--- src/rtl/tdm_demux_4_if.sv ---
// Link-side bundle for the 4-slot TDM demux: slot word stream in, frame/status out.
// master drives the word stream; slave is the demux.
interface tdm_demux_4_if #(
    parameter int WIDTH = 1
);
    logic [WIDTH-1:0] din;
    logic             din_valid;
    logic             sof;
    logic [WIDTH-1:0] o0;
    logic [WIDTH-1:0] o1;
    logic [WIDTH-1:0] o2;
    logic [WIDTH-1:0] o3;
    logic             frame_valid;
    logic             s1;
    logic             s0;
    logic             busy;
    logic             sync_err;

    modport master (
        output din, din_valid, sof,
        input  o0, o1, o2, o3, frame_valid, s1, s0, busy, sync_err
    );

    modport slave (
        input  din, din_valid, sof,
        output o0, o1, o2, o3, frame_valid, s1, s0, busy, sync_err
    );
endinterface

--- src/rtl/tdm_demux_4.sv ---
// Purpose: split a 4-slot TDM word stream into four registered channel outputs.
// Latency: frame published on the edge that accepts the slot-3 word, visible next cycle.
// Backpressure: none; every valid word is consumed, stray words outside a frame are dropped.
module tdm_demux_4 #(
    parameter int WIDTH = 1
) (
    input  logic        clk,
    input  logic        rst,
    tdm_demux_4_if.slave bus
);
    typedef enum logic {IDLE, RUN} state_t;

    state_t           state;
    logic [1:0]       slot;
    logic [WIDTH-1:0] shadow0;
    logic [WIDTH-1:0] shadow1;
    logic [WIDTH-1:0] shadow2;
    logic [WIDTH-1:0] o0_q;
    logic [WIDTH-1:0] o1_q;
    logic [WIDTH-1:0] o2_q;
    logic [WIDTH-1:0] o3_q;
    logic             frame_valid_q;
    logic             sync_err_q;

    always_ff @(posedge clk) begin
        if (rst) begin
            state         <= IDLE;
            slot          <= 2'd0;
            shadow0       <= '0;
            shadow1       <= '0;
            shadow2       <= '0;
            o0_q          <= '0;
            o1_q          <= '0;
            o2_q          <= '0;
            o3_q          <= '0;
            frame_valid_q <= 1'b0;
            sync_err_q    <= 1'b0;
        end else begin
            frame_valid_q <= 1'b0;
            sync_err_q    <= 1'b0;
            if (bus.din_valid) begin
                case (state)
                    IDLE: begin
                        if (bus.sof) begin
                            shadow0 <= bus.din;
                            slot    <= 2'd1;
                            state   <= RUN;
                        end
                    end
                    RUN: begin
                        if (bus.sof) begin
                            // Resync: drop the partial frame, this word restarts at slot 0.
                            sync_err_q <= 1'b1;
                            shadow0    <= bus.din;
                            slot       <= 2'd1;
                        end else begin
                            case (slot)
                                2'd0: begin
                                    shadow0 <= bus.din;
                                    slot    <= 2'd1;
                                end
                                2'd1: begin
                                    shadow1 <= bus.din;
                                    slot    <= 2'd2;
                                end
                                2'd2: begin
                                    shadow2 <= bus.din;
                                    slot    <= 2'd3;
                                end
                                default: begin
                                    o0_q          <= shadow0;
                                    o1_q          <= shadow1;
                                    o2_q          <= shadow2;
                                    o3_q          <= bus.din;
                                    frame_valid_q <= 1'b1;
                                    slot          <= 2'd0;
                                    state         <= IDLE;
                                end
                            endcase
                        end
                    end
                    default: state <= IDLE;
                endcase
            end
        end
    end

    assign bus.o0          = o0_q;
    assign bus.o1          = o1_q;
    assign bus.o2          = o2_q;
    assign bus.o3          = o3_q;
    assign bus.frame_valid = frame_valid_q;
    assign bus.sync_err    = sync_err_q;
    assign bus.s1          = slot[1];
    assign bus.s0          = slot[0];
    assign bus.busy        = (state == RUN);
endmodule

--- src/flat_wrapper.sv ---
// flat-port wrapper written by rule: the top's interface ports become plain ports
module tdm_demux_4_flat 
#(
    parameter int WIDTH = 1
)
  (clk, rst, bus_din, bus_din_valid, bus_sof, bus_o0, bus_o1, bus_o2, bus_o3, bus_frame_valid, bus_s1, bus_s0, bus_busy, bus_sync_err);
  tdm_demux_4_if #(.WIDTH(WIDTH)) bus_i ();
  input  logic clk;
  input  logic rst;
  input wire logic [$bits(bus_i.din)-1:0] bus_din;
  input wire logic [$bits(bus_i.din_valid)-1:0] bus_din_valid;
  input wire logic [$bits(bus_i.sof)-1:0] bus_sof;
  output wire logic [$bits(bus_i.o0)-1:0] bus_o0;
  output wire logic [$bits(bus_i.o1)-1:0] bus_o1;
  output wire logic [$bits(bus_i.o2)-1:0] bus_o2;
  output wire logic [$bits(bus_i.o3)-1:0] bus_o3;
  output wire logic [$bits(bus_i.frame_valid)-1:0] bus_frame_valid;
  output wire logic [$bits(bus_i.s1)-1:0] bus_s1;
  output wire logic [$bits(bus_i.s0)-1:0] bus_s0;
  output wire logic [$bits(bus_i.busy)-1:0] bus_busy;
  output wire logic [$bits(bus_i.sync_err)-1:0] bus_sync_err;
  assign bus_i.din = bus_din;
  assign bus_i.din_valid = bus_din_valid;
  assign bus_i.sof = bus_sof;
  assign bus_o0 = bus_i.o0;
  assign bus_o1 = bus_i.o1;
  assign bus_o2 = bus_i.o2;
  assign bus_o3 = bus_i.o3;
  assign bus_frame_valid = bus_i.frame_valid;
  assign bus_s1 = bus_i.s1;
  assign bus_s0 = bus_i.s0;
  assign bus_busy = bus_i.busy;
  assign bus_sync_err = bus_i.sync_err;
  tdm_demux_4 #(.WIDTH(WIDTH)) u_core (.clk(clk), .rst(rst), .bus(bus_i));
endmodule
--- config.mk ---
export PLATFORM = sky130hd
export DESIGN_NAME = tdm_demux_4_flat
export DESIGN_NICKNAME = d
export VERILOG_FILES = /design/src/rtl/tdm_demux_4_if.sv /design/src/rtl/tdm_demux_4.sv /design/src/flat_wrapper.sv
export SDC_FILE = /design/constraint.sdc
export NUM_CORES = 1
export LEC_CHECK = 0
export ABC_AREA = 1
export BUFFER_PORTS_ARGS = -buffer_cell sky130_fd_sc_hd__buf_2
export CAP_MARGIN = 20
export CORE_AREA = 2 2 39 41
export DETAILED_ROUTE_END_ITERATION = 6
export DIE_AREA = 0 0 41 43
export GPL_TIMING_DRIVEN = 1
export PLACE_DENSITY = 0.77
export SLEW_MARGIN = 20
export SYNTH_ARGS = -nofsm -noshare
export SYNTH_HDL_FRONTEND = slang
export SYNTH_SLANG_ARGS = --single-unit
--- constraint.sdc ---
create_clock -name clk -period 2.62 [get_ports clk]
set_input_delay 0.131 -clock clk [delete_from_list [all_inputs] [get_ports clk]]
set_output_delay 0.131 -clock clk [all_outputs]
set_load 0.02 [all_outputs]
==> results of run 1 <==
final timing paths:
check | from | endpoint | slack, ns
setup / recovery | u_core.slot[0] | u_core.slot[0] | 1.40
hold / removal | rst | u_core.slot[1] | 0.08
setup reg to reg | u_core.slot[0] | u_core.slot[0] | 1.40
hold reg to reg | u_core.bus.o3 | u_core.bus.o3 | 0.48
through the flow:
step	power (mW)	setup slack, ns
4_1_cts	0.344	1.40
6_report	0.342	1.40
3_3_place_gp	0.233	1.44
2_1_floorplan	0.220	1.31
3_5_place_dp	0.234	1.41
5_1_grt	0.362	1.31
cells in the final DEF, fill, tap and decap left out, drive strengths merged:
cell type	count
clkinv	1
nor2	17
dfxtp	12
nand2	14
inv	11
a21oi	5
ha	4
or2	1
clkbuf	3
nor3	2
buf	13
nand3	11
synth_stat cells, drive strengths merged:
cell / instances / area share
a21oi: 5 / 0.049
clkinv: 1 / 0.015
dfxtp: 12 / 0.41
ha: 4 / 0.086
inv: 11 / 0.071
nand2: 14 / 0.11
nand3: 11 / 0.10
nor2: 17 / 0.13
nor3: 2 / 0.017
or2: 1 / 0.011
cell families (layout without fill, tap and decap cells):
logic type                 Yosys count  in the layout  synth area share
and+or+nand+nor                     45             45             0.366
adders and majority gates            4              4            0.0860
AOI/OAI and AO/OA                    5              5            0.0495
DFF                                 12             12             0.413
buffers and inverters               12             28            0.0860
flip-flops by register name (all words and copies together) (netlist names):
register                count
u_core.slot                 2
u_core.bus.frame_valid      1
u_core.bus.o0               1
u_core.bus.o3               1
u_core.shadow2              1
u_core.bus.sync_err         1
u_core.bus.busy             1
u_core.shadow0              1
u_core.shadow1              1
u_core.bus.o1               1
u_core.bus.o2               1
where the power goes:
group / total (mW) / internal [mW] / leakage (nW) / switching, mW
registers: 0.190 / 0.187 / 0.0974 / 0.00332
logic: 0.0400 / 0.0136 / 0.214 / 0.0264
clock network: 0.112 / 0.0532 / 0.0138 / 0.0585
total: 0.342 / 0.253 / 0.325 / 0.0882
per-layer routing:
layer  up-vias  wire (microns)  GRT usage
met4         0              17      0.100
met1       227             504      0.179
met5         -               0          0
met2        16             493      0.209
li1        275               -          -
met3         2              57     0.0471
area by class of cell:
cell class,instances,area (sq um)
clock buffer,3,22.5
multi-input combinational,54,292
tap,16,20.0
fill,150,694
timing repair buffer,13,65.1
sequential,12,240
inverter,12,50.0
==> results.toml, run 1 <==
[status]
outcome = "finished, final reports clean"

[setup_path]
cpPeakStageDelay_ns = 0.37
reg2regPathDepth = 5
path_cells = "inv_1 -> ha_1 -> or2_2 -> nor2_1 -> nor2_1"
crit_family = "simple AND/OR/NAND/NOR gates"
slowest_stage = "dfxtp_1"
critPathArrivalTime_ns = 1.39
worstPathRequired_ns = 2.79
critPathBufInv = 1
worst-path-stages = 5
cp_common_cell = "nor2_1"
start_kind = "flop"
crit_path_max_fanout = 4
critPathCaptureType = "flop"
path_class = "reg -> reg"

[cells_and_area]
stdcell_area_sq_um = 689
area_growth_pct = 18.5
utilization = 0.498
final_cells = 110
nets = 105
drive_above_1_share = 0.255
diodes = 0

[synthesis]
synthCells = 78
yosysWarnings = 0
syn_area_per_cell_sq_um = 7.46
syn_area_sq_um = 582
synth_nets = 87
ys_ff_latch = 12
synth_cell_types = 16
seq_area_frac_synth = 0.413

[placed_design]
gp_congestion = 0.826
hpwl_microns = 811
numPortBuffers = 13
dpl-instance-area_sq_um = 667
dp_cells = 107

[clocking]
cts_tree = "built"
ctsResizeCount = 0
clock_latency_ns = 0.27
cts_setup_buffers = 0
cts_hold_buf = 0
clock_sinks = 12
cts_htree_levels = 1
cts_root_buf = "clkbuf_4"
cts_buffer_depth = 2
clkTransAtPathRegs_ns = 0.07
numCtsBuffers = 3

[route]
drt-total-wl_mm = 1.07
wl_per_cell_microns = 9.75
drt_pre_antenna_iters = 4
via_per_inst = 4.73
route.vias.total = 520
drt_iter0_markers = 20
drc = 0
ant_nets = 0

[grt]
grt_start_max_net_pins = 11
antenna_found_initial = 0
grt_pass1_wl_mm = 1.74
grt_pass1_vias = 445
gr-total-overflow = 0
grt_use_total = 0.147

[die]
die_x_microns = 41
initial_core_util = 0.420
pin_count = 14
dieArea_sq_um = 1760
coreArea_sq_um = 1380
rows = 14
fp.dieH_microns = 43

[timing]
slew_violations = 0
setup_viol = 0
hold_slack_ns = 0.0803
clock_skew_ns = 0.000398
hold_viol = 0
min_period_ns = 1.22
slew_headroom = 0.847
fmax_mhz = 820
worst_pin_slew_ns = 0.229
tns_ns = 0
rsz0062_at_grt = "no"
fin_crit_sh = 0.466

[power]
p_leak_nw = 0.325
peakVddDrop_mv = 0.219
pwr_density_cell_nw_per_um2 = 495

[worst_hold_path]
hold_path_class = "in -> reg"
hold_depth = 2

[run]
drv_cap = 0
Power figures use the tool's default switching activity.
==> run 2, diff against run 1 <==
--- a/config.mk
+++ b/config.mk
@@ -8,11 +8,10 @@
 export ABC_AREA = 1
 export BUFFER_PORTS_ARGS = -buffer_cell sky130_fd_sc_hd__buf_2
 export CAP_MARGIN = 20
-export CORE_AREA = 2 2 39 41
+export CORE_UTILIZATION = 44
 export DETAILED_ROUTE_END_ITERATION = 6
-export DIE_AREA = 0 0 41 43
 export GPL_TIMING_DRIVEN = 1
-export PLACE_DENSITY = 0.77
+export PLACE_DENSITY = 0.8
 export SLEW_MARGIN = 20
 export SYNTH_ARGS = -nofsm -noshare
 export SYNTH_HDL_FRONTEND = slang
==> constraint.sdc (replaced) <==
create_clock -name clk -period 1 [get_ports clk]
set_input_delay 0.05 -clock clk [delete_from_list [all_inputs] [get_ports clk]]
set_output_delay 0.05 -clock clk [all_outputs]
set_load 0.02 [all_outputs]
==> results.toml, run 2 (synthesis gave the netlist of run 1 again) <==
[route]
drt-total-wl_mm = 1.06
wl_per_cell_microns = 9.66
route.top_layer_used = "met4"
drt_pre_antenna_iters = 4
via_per_inst = 4.92
drt_iter0_markers = 19
route.vias.total = 541
drc = 0
met3WireLength_microns = 57
ant_nets = 0
met2_length_microns = 493
met1_length_microns = 486

[clocking]
clock_sinks = 12
cts_setup_buffers = 0
numCtsBuffers = 3
cts_root_buf = "clkbuf_4"
clkTransAtPathRegs_ns = 0.08
cts_buffer_depth = 2
cts_tree = "built"
cts_htree_levels = 1
clock_latency_ns = 0.27

[timing]
fin_crit_sh = 1.05
setup_viol = 3
rsz0062_at_grt = "yes"
slew_violations = 0
worst_slack_ns = -0.0478
min_period_ns = 1.05
clock_skew_ns = 0.000772
worst_pin_slew_ns = 0.225
tns_ns = -0.0568
fmax_mhz = 954
slew_headroom = 0.850
hold_viol = 0
hold_slack_ns = 0.00754

[cells_and_area]
top_register = "u_core.slot"
area_growth_pct = 34.6
largest_reg_flops = 2
utilization = 0.669
drive_above_1_share = 0.396
stdcell_area_sq_um = 783
final_common_cell = "buf_2"
nets = 106
final_cells = 110
most-common-layout-cells = "buf_2, nand2_1, nor2_1"
diodes = 0

[setup_path]
crit_family = "flip-flops"
path_cells = "inv_4 -> ha_4 -> or2_4 -> nor2_2 -> nor2_1"
critPathArrivalTime_ns = 1.23
timing.rr.end = "u_core.slot[0]"
slowest_stage = "dfxtp_4"
critPathBufInv = 1
reg2regPathDepth = 5
timing.rr.start = "u_core.slot[0]"
cpPeakStageDelay_ns = 0.39
path_class = "reg -> reg"
worst-path-stages = 5
start_kind = "flop"
reg2reg_slack_ns = -0.05
crit_path_max_fanout = 4
worstPathRequired_ns = 1.18
critPathCaptureType = "flop"

[power]
p_comb_frac = 0.121
total_power_mw = 1.02
intPower_uw = 754
power_switching_uw = 262
p_clk_frac = 0.387
pwr_density_cell_nw_per_um2 = 1300
seq_power_share = 0.492
p_leak_nw = 0.338
switching_share = 0.258
peakVddDrop_mv = 0.959

[placed_design]
dpl-instance-area_sq_um = 697
pre_cts_slack_ns = -0.0839
gp_congestion = 0.834
hpwl_microns = 788
dp_cells = 105
numPortBuffers = 13

[worst_hold_path]
hp-start = "bus_din"
hold_depth = 3
whs_endpoint = "u_core.shadow0"
hold_path_class = "in -> reg"

[status]
violations = "setup timing"
outcome = "finished with violations"

[die]
initial_core_util = 0.497
rows = 12
pin_count = 14
dieArea_sq_um = 1470
fp.dieH_microns = 38.4
die_x_microns = 38.4
coreArea_sq_um = 1170

[grt]
grt_pass1_wl_mm = 1.80
grt_pass1_vias = 441
grt_start_max_net_pins = 11
antenna_found_initial = 0
grt_use_total = 0.183
gr-total-overflow = 0

[run]
drv_cap = 0
[run 2: cell count changes in the layout (fill, tap and decap cells not counted), sizes merged]
cell / before / now
clkbuf: 3 / 4
dlygate4sd3: 0 / 1
[run 2: power groups by stage]
stage / logic [mW] / registers [mW] / clock network [mW]
5_1_grt: 0.138 / 0.501 / 0.434
4_1_cts: 0.120 / 0.499 / 0.408
6_report: 0.123 / 0.499 / 0.393
3_3_place_gp: 0.109 / 0.508 / 0
2_1_floorplan: 0.0667 / 0.517 / 0
3_5_place_dp: 0.110 / 0.509 / 0
[run 2: worst max path at each step]
stage | slack (ns) | endpoint | startpoint
detailed placement | -0.08 | u_core.bus.o0 | u_core.slot[1]
global placement | -0.06 | u_core.bus.o1 | u_core.slot[1]
CTS | -0.05 | u_core.slot[0] | u_core.slot[1]
global route | -0.10 | u_core.shadow1 | u_core.slot[1]
floorplan | -0.05 | u_core.bus.o1 | u_core.slot[1]
finish | -0.05 | u_core.slot[0] | u_core.slot[0]
[run 2: cell type report]
class                   count  area, sq um
fillers                   105          388
multi-input cells          54          352
flip-flops and latches     12          248
repair buffers             14         75.1
inverters                  12         55.1
clock buffers               4         36.3
well taps                  14         17.5
[run 2: worst reg2reg max path, stage by stage (launching register included)]
cell	delay (ns)
dfxtp_4	0.39
inv_4	0.06
ha_4	0.15
or2_4	0.24
nor2_2	0.08
nor2_1	0.04
[run 2: repair_timing]
item                       CTS  global route
setup endpoints to repair    6             9
gates resized for setup      4             5
hold endpoints to repair     2             0
hold buffers                 1             0
pin swaps                    3             3
[run 2: layer usage]
| layer | track usage | up-vias |
|---|---|---|
| li1 | - | 283 |
| met4 | 0.103 | 0 |
| met2 | 0.288 | 16 |
| met1 | 0.221 | 238 |
| met5 | 0 | - |
| met3 | 0.0523 | 4 |
==> run 3, diff against run 2 <==
--- a/config.mk
+++ b/config.mk
@@ -8,10 +8,11 @@
 export ABC_AREA = 1
 export BUFFER_PORTS_ARGS = -buffer_cell sky130_fd_sc_hd__buf_2
 export CAP_MARGIN = 20
-export CORE_UTILIZATION = 44
+export CORE_AREA = 2 2 39 41
 export DETAILED_ROUTE_END_ITERATION = 6
-export GPL_TIMING_DRIVEN = 1
-export PLACE_DENSITY = 0.8
+export DIE_AREA = 0 0 41 43
+export GPL_TIMING_DRIVEN = 0
+export PLACE_DENSITY = 0.77
 export SLEW_MARGIN = 20
 export SYNTH_ARGS = -nofsm -noshare
 export SYNTH_HDL_FRONTEND = slang
==> constraint.sdc (replaced) <==
create_clock -name clk -period 1.2 [get_ports clk]
set_input_delay 0.06 -clock clk [delete_from_list [all_inputs] [get_ports clk]]
set_output_delay 0.06 -clock clk [all_outputs]
set_load 0.02 [all_outputs]
==> results.toml, run 3 (synthesis gave the netlist of run 1 again) <==
[placed_design]
numPortBuffers = 13
pre_cts_slack_ns = 0.0284
hpwl_microns = 811
dpl-instance-area_sq_um = 672
gp_congestion = 0.774
dp_cells = 107

[route]
met2_length_microns = 492
drt_iter0_markers = 5
drt-total-wl_mm = 1.08
ant_nets = 0
met1_length_microns = 515
wl_per_cell_microns = 9.59
route.vias.total = 530
met3WireLength_microns = 49
route.top_layer_used = "met4"
drt_pre_antenna_iters = 4
drc = 0
via_per_inst = 4.69

[power]
p_clk_frac = 0.346
intPower_uw = 572
total_power_uw = 781
seq_power_share = 0.530
power_switching_uw = 209
pwr_density_cell_nw_per_um2 = 1080
p_leak_nw = 0.333
p_comb_frac = 0.124
peakVddDrop_mv = 0.526
switching_share = 0.267

[grt]
grt_pass1_wl_mm = 1.72
grt_use_total = 0.144
antenna_found_initial = 0
grt_start_max_net_pins = 11
gr-total-overflow = 0
grt_pass1_vias = 447

[cells_and_area]
final_cells = 113
area_growth_pct = 24.7
largest_reg_flops = 2
stdcell_area_sq_um = 726
nets = 107
top_register = "u_core.slot"
most-common-layout-cells = "nor2_1, buf_2, nand2_1"
diodes = 0
multiInputGateArea_sq_um = 302
register_area_sq_um = 245
utilization = 0.524
fillerInstances = 152
drive_above_1_share = 0.320

[worst_hold_path]
hp-start = "bus_din"
whs_endpoint = "u_core.shadow0"
hold_path_class = "in -> reg"
hold_depth = 3

[timing]
tns_ns = 0
clock_skew_ns = 0.00703
rsz0062_at_grt = "no"
worst_pin_slew_ns = 0.236
fmax_mhz = 887
slew_violations = 0
worst_slack_ns = 0.0731
setup_viol = 0
hold_slack_ns = 0.0280
min_period_ns = 1.13
fin_crit_sh = 0.939
hold_viol = 0
slew_headroom = 0.842

[setup_path]
crit_path_max_fanout = 3
critPathCaptureType = "flop"
timing.rr.end = "u_core.slot[0]"
start_kind = "flop"
critPathArrivalTime_ns = 1.31
timing.rr.start = "u_core.slot[0]"
worstPathRequired_ns = 1.38
reg2reg_slack_ns = 0.07
reg2regPathDepth = 5
path_class = "reg -> reg"

[clocking]
cts_tree = "built"
clock_sinks = 12
clock_latency_ns = 0.28
cts_buffer_depth = 2
numCtsBuffers = 3
clkTransAtPathRegs_ns = 0.08
cts_htree_levels = 1
cts_root_buf = "clkbuf_4"

[die]
pin_count = 14
rows = 14
dieArea_sq_um = 1760
die_x_microns = 41
initial_core_util = 0.420
fp.dieH_microns = 43
coreArea_sq_um = 1380

[run]
drv_cap = 0

[status]
outcome = "finished, final reports clean"
## run 3: changes by cell type in the layout (fill, tap and decap cells not counted), sizes merged
cell,previous run,this run
buf,13,14
## run 3: power by group through the flow
| stage | sequential (mW) | combinational [mW] | clock, mW |
|---|---|---|---|
| 4_1_cts | 0.415 | 0.0907 | 0.272 |
| 3_5_place_dp | 0.424 | 0.0876 | 0 |
| 2_1_floorplan | 0.431 | 0.0500 | 0 |
| 3_3_place_gp | 0.424 | 0.0846 | 0 |
| 5_1_grt | 0.415 | 0.108 | 0.286 |
| 6_report | 0.414 | 0.0967 | 0.270 |
## run 3: worst max path at each step
stage | startpoint | endpoint | slack (ns) | cells past startpoint
floorplan | u_core.slot[0] | u_core.slot[0] | 0.03 | 5
global placement | u_core.slot[0] | u_core.slot[0] | 0.05 | 5
detailed placement | u_core.slot[0] | u_core.slot[0] | 0.03 | 5
CTS | u_core.slot[0] | u_core.slot[0] | 0.01 | 5
global route | u_core.slot[0] | u_core.slot[0] | 0.002 | 5
finish | u_core.slot[0] | u_core.slot[0] | 0.07 | 5
## run 3: routing by layer
layer,GRT usage,vias up
met3,0.0314,4
met1,0.179,230
li1,-,283
met4,0.100,0
met5,0,-
met2,0.209,13
## run 3: layout make-up
type,instances,share of cell area
multi-input combinational,54,0.416
timing repair buffer,15,0.114
inverter,12,0.0690
sequential,12,0.338
clock buffer,4,0.0362
tap,16,0.0276
## run 3: timing repair
action                                 4_1_cts  5_1_grt
setup buffers                                0        1
endpoints found under the hold margin        1        0
gates resized for setup                      0        4
hold buffers                                 1        0
setup endpoints to repair                    0        4
## run 3: critical path, stage by stage, from the launching register on
cell and delay (ns):
dfxtp_4 0.35, inv_1 0.06, ha_2 0.18, or2_2 0.30, nor2_2 0.08, nor2_1 0.05
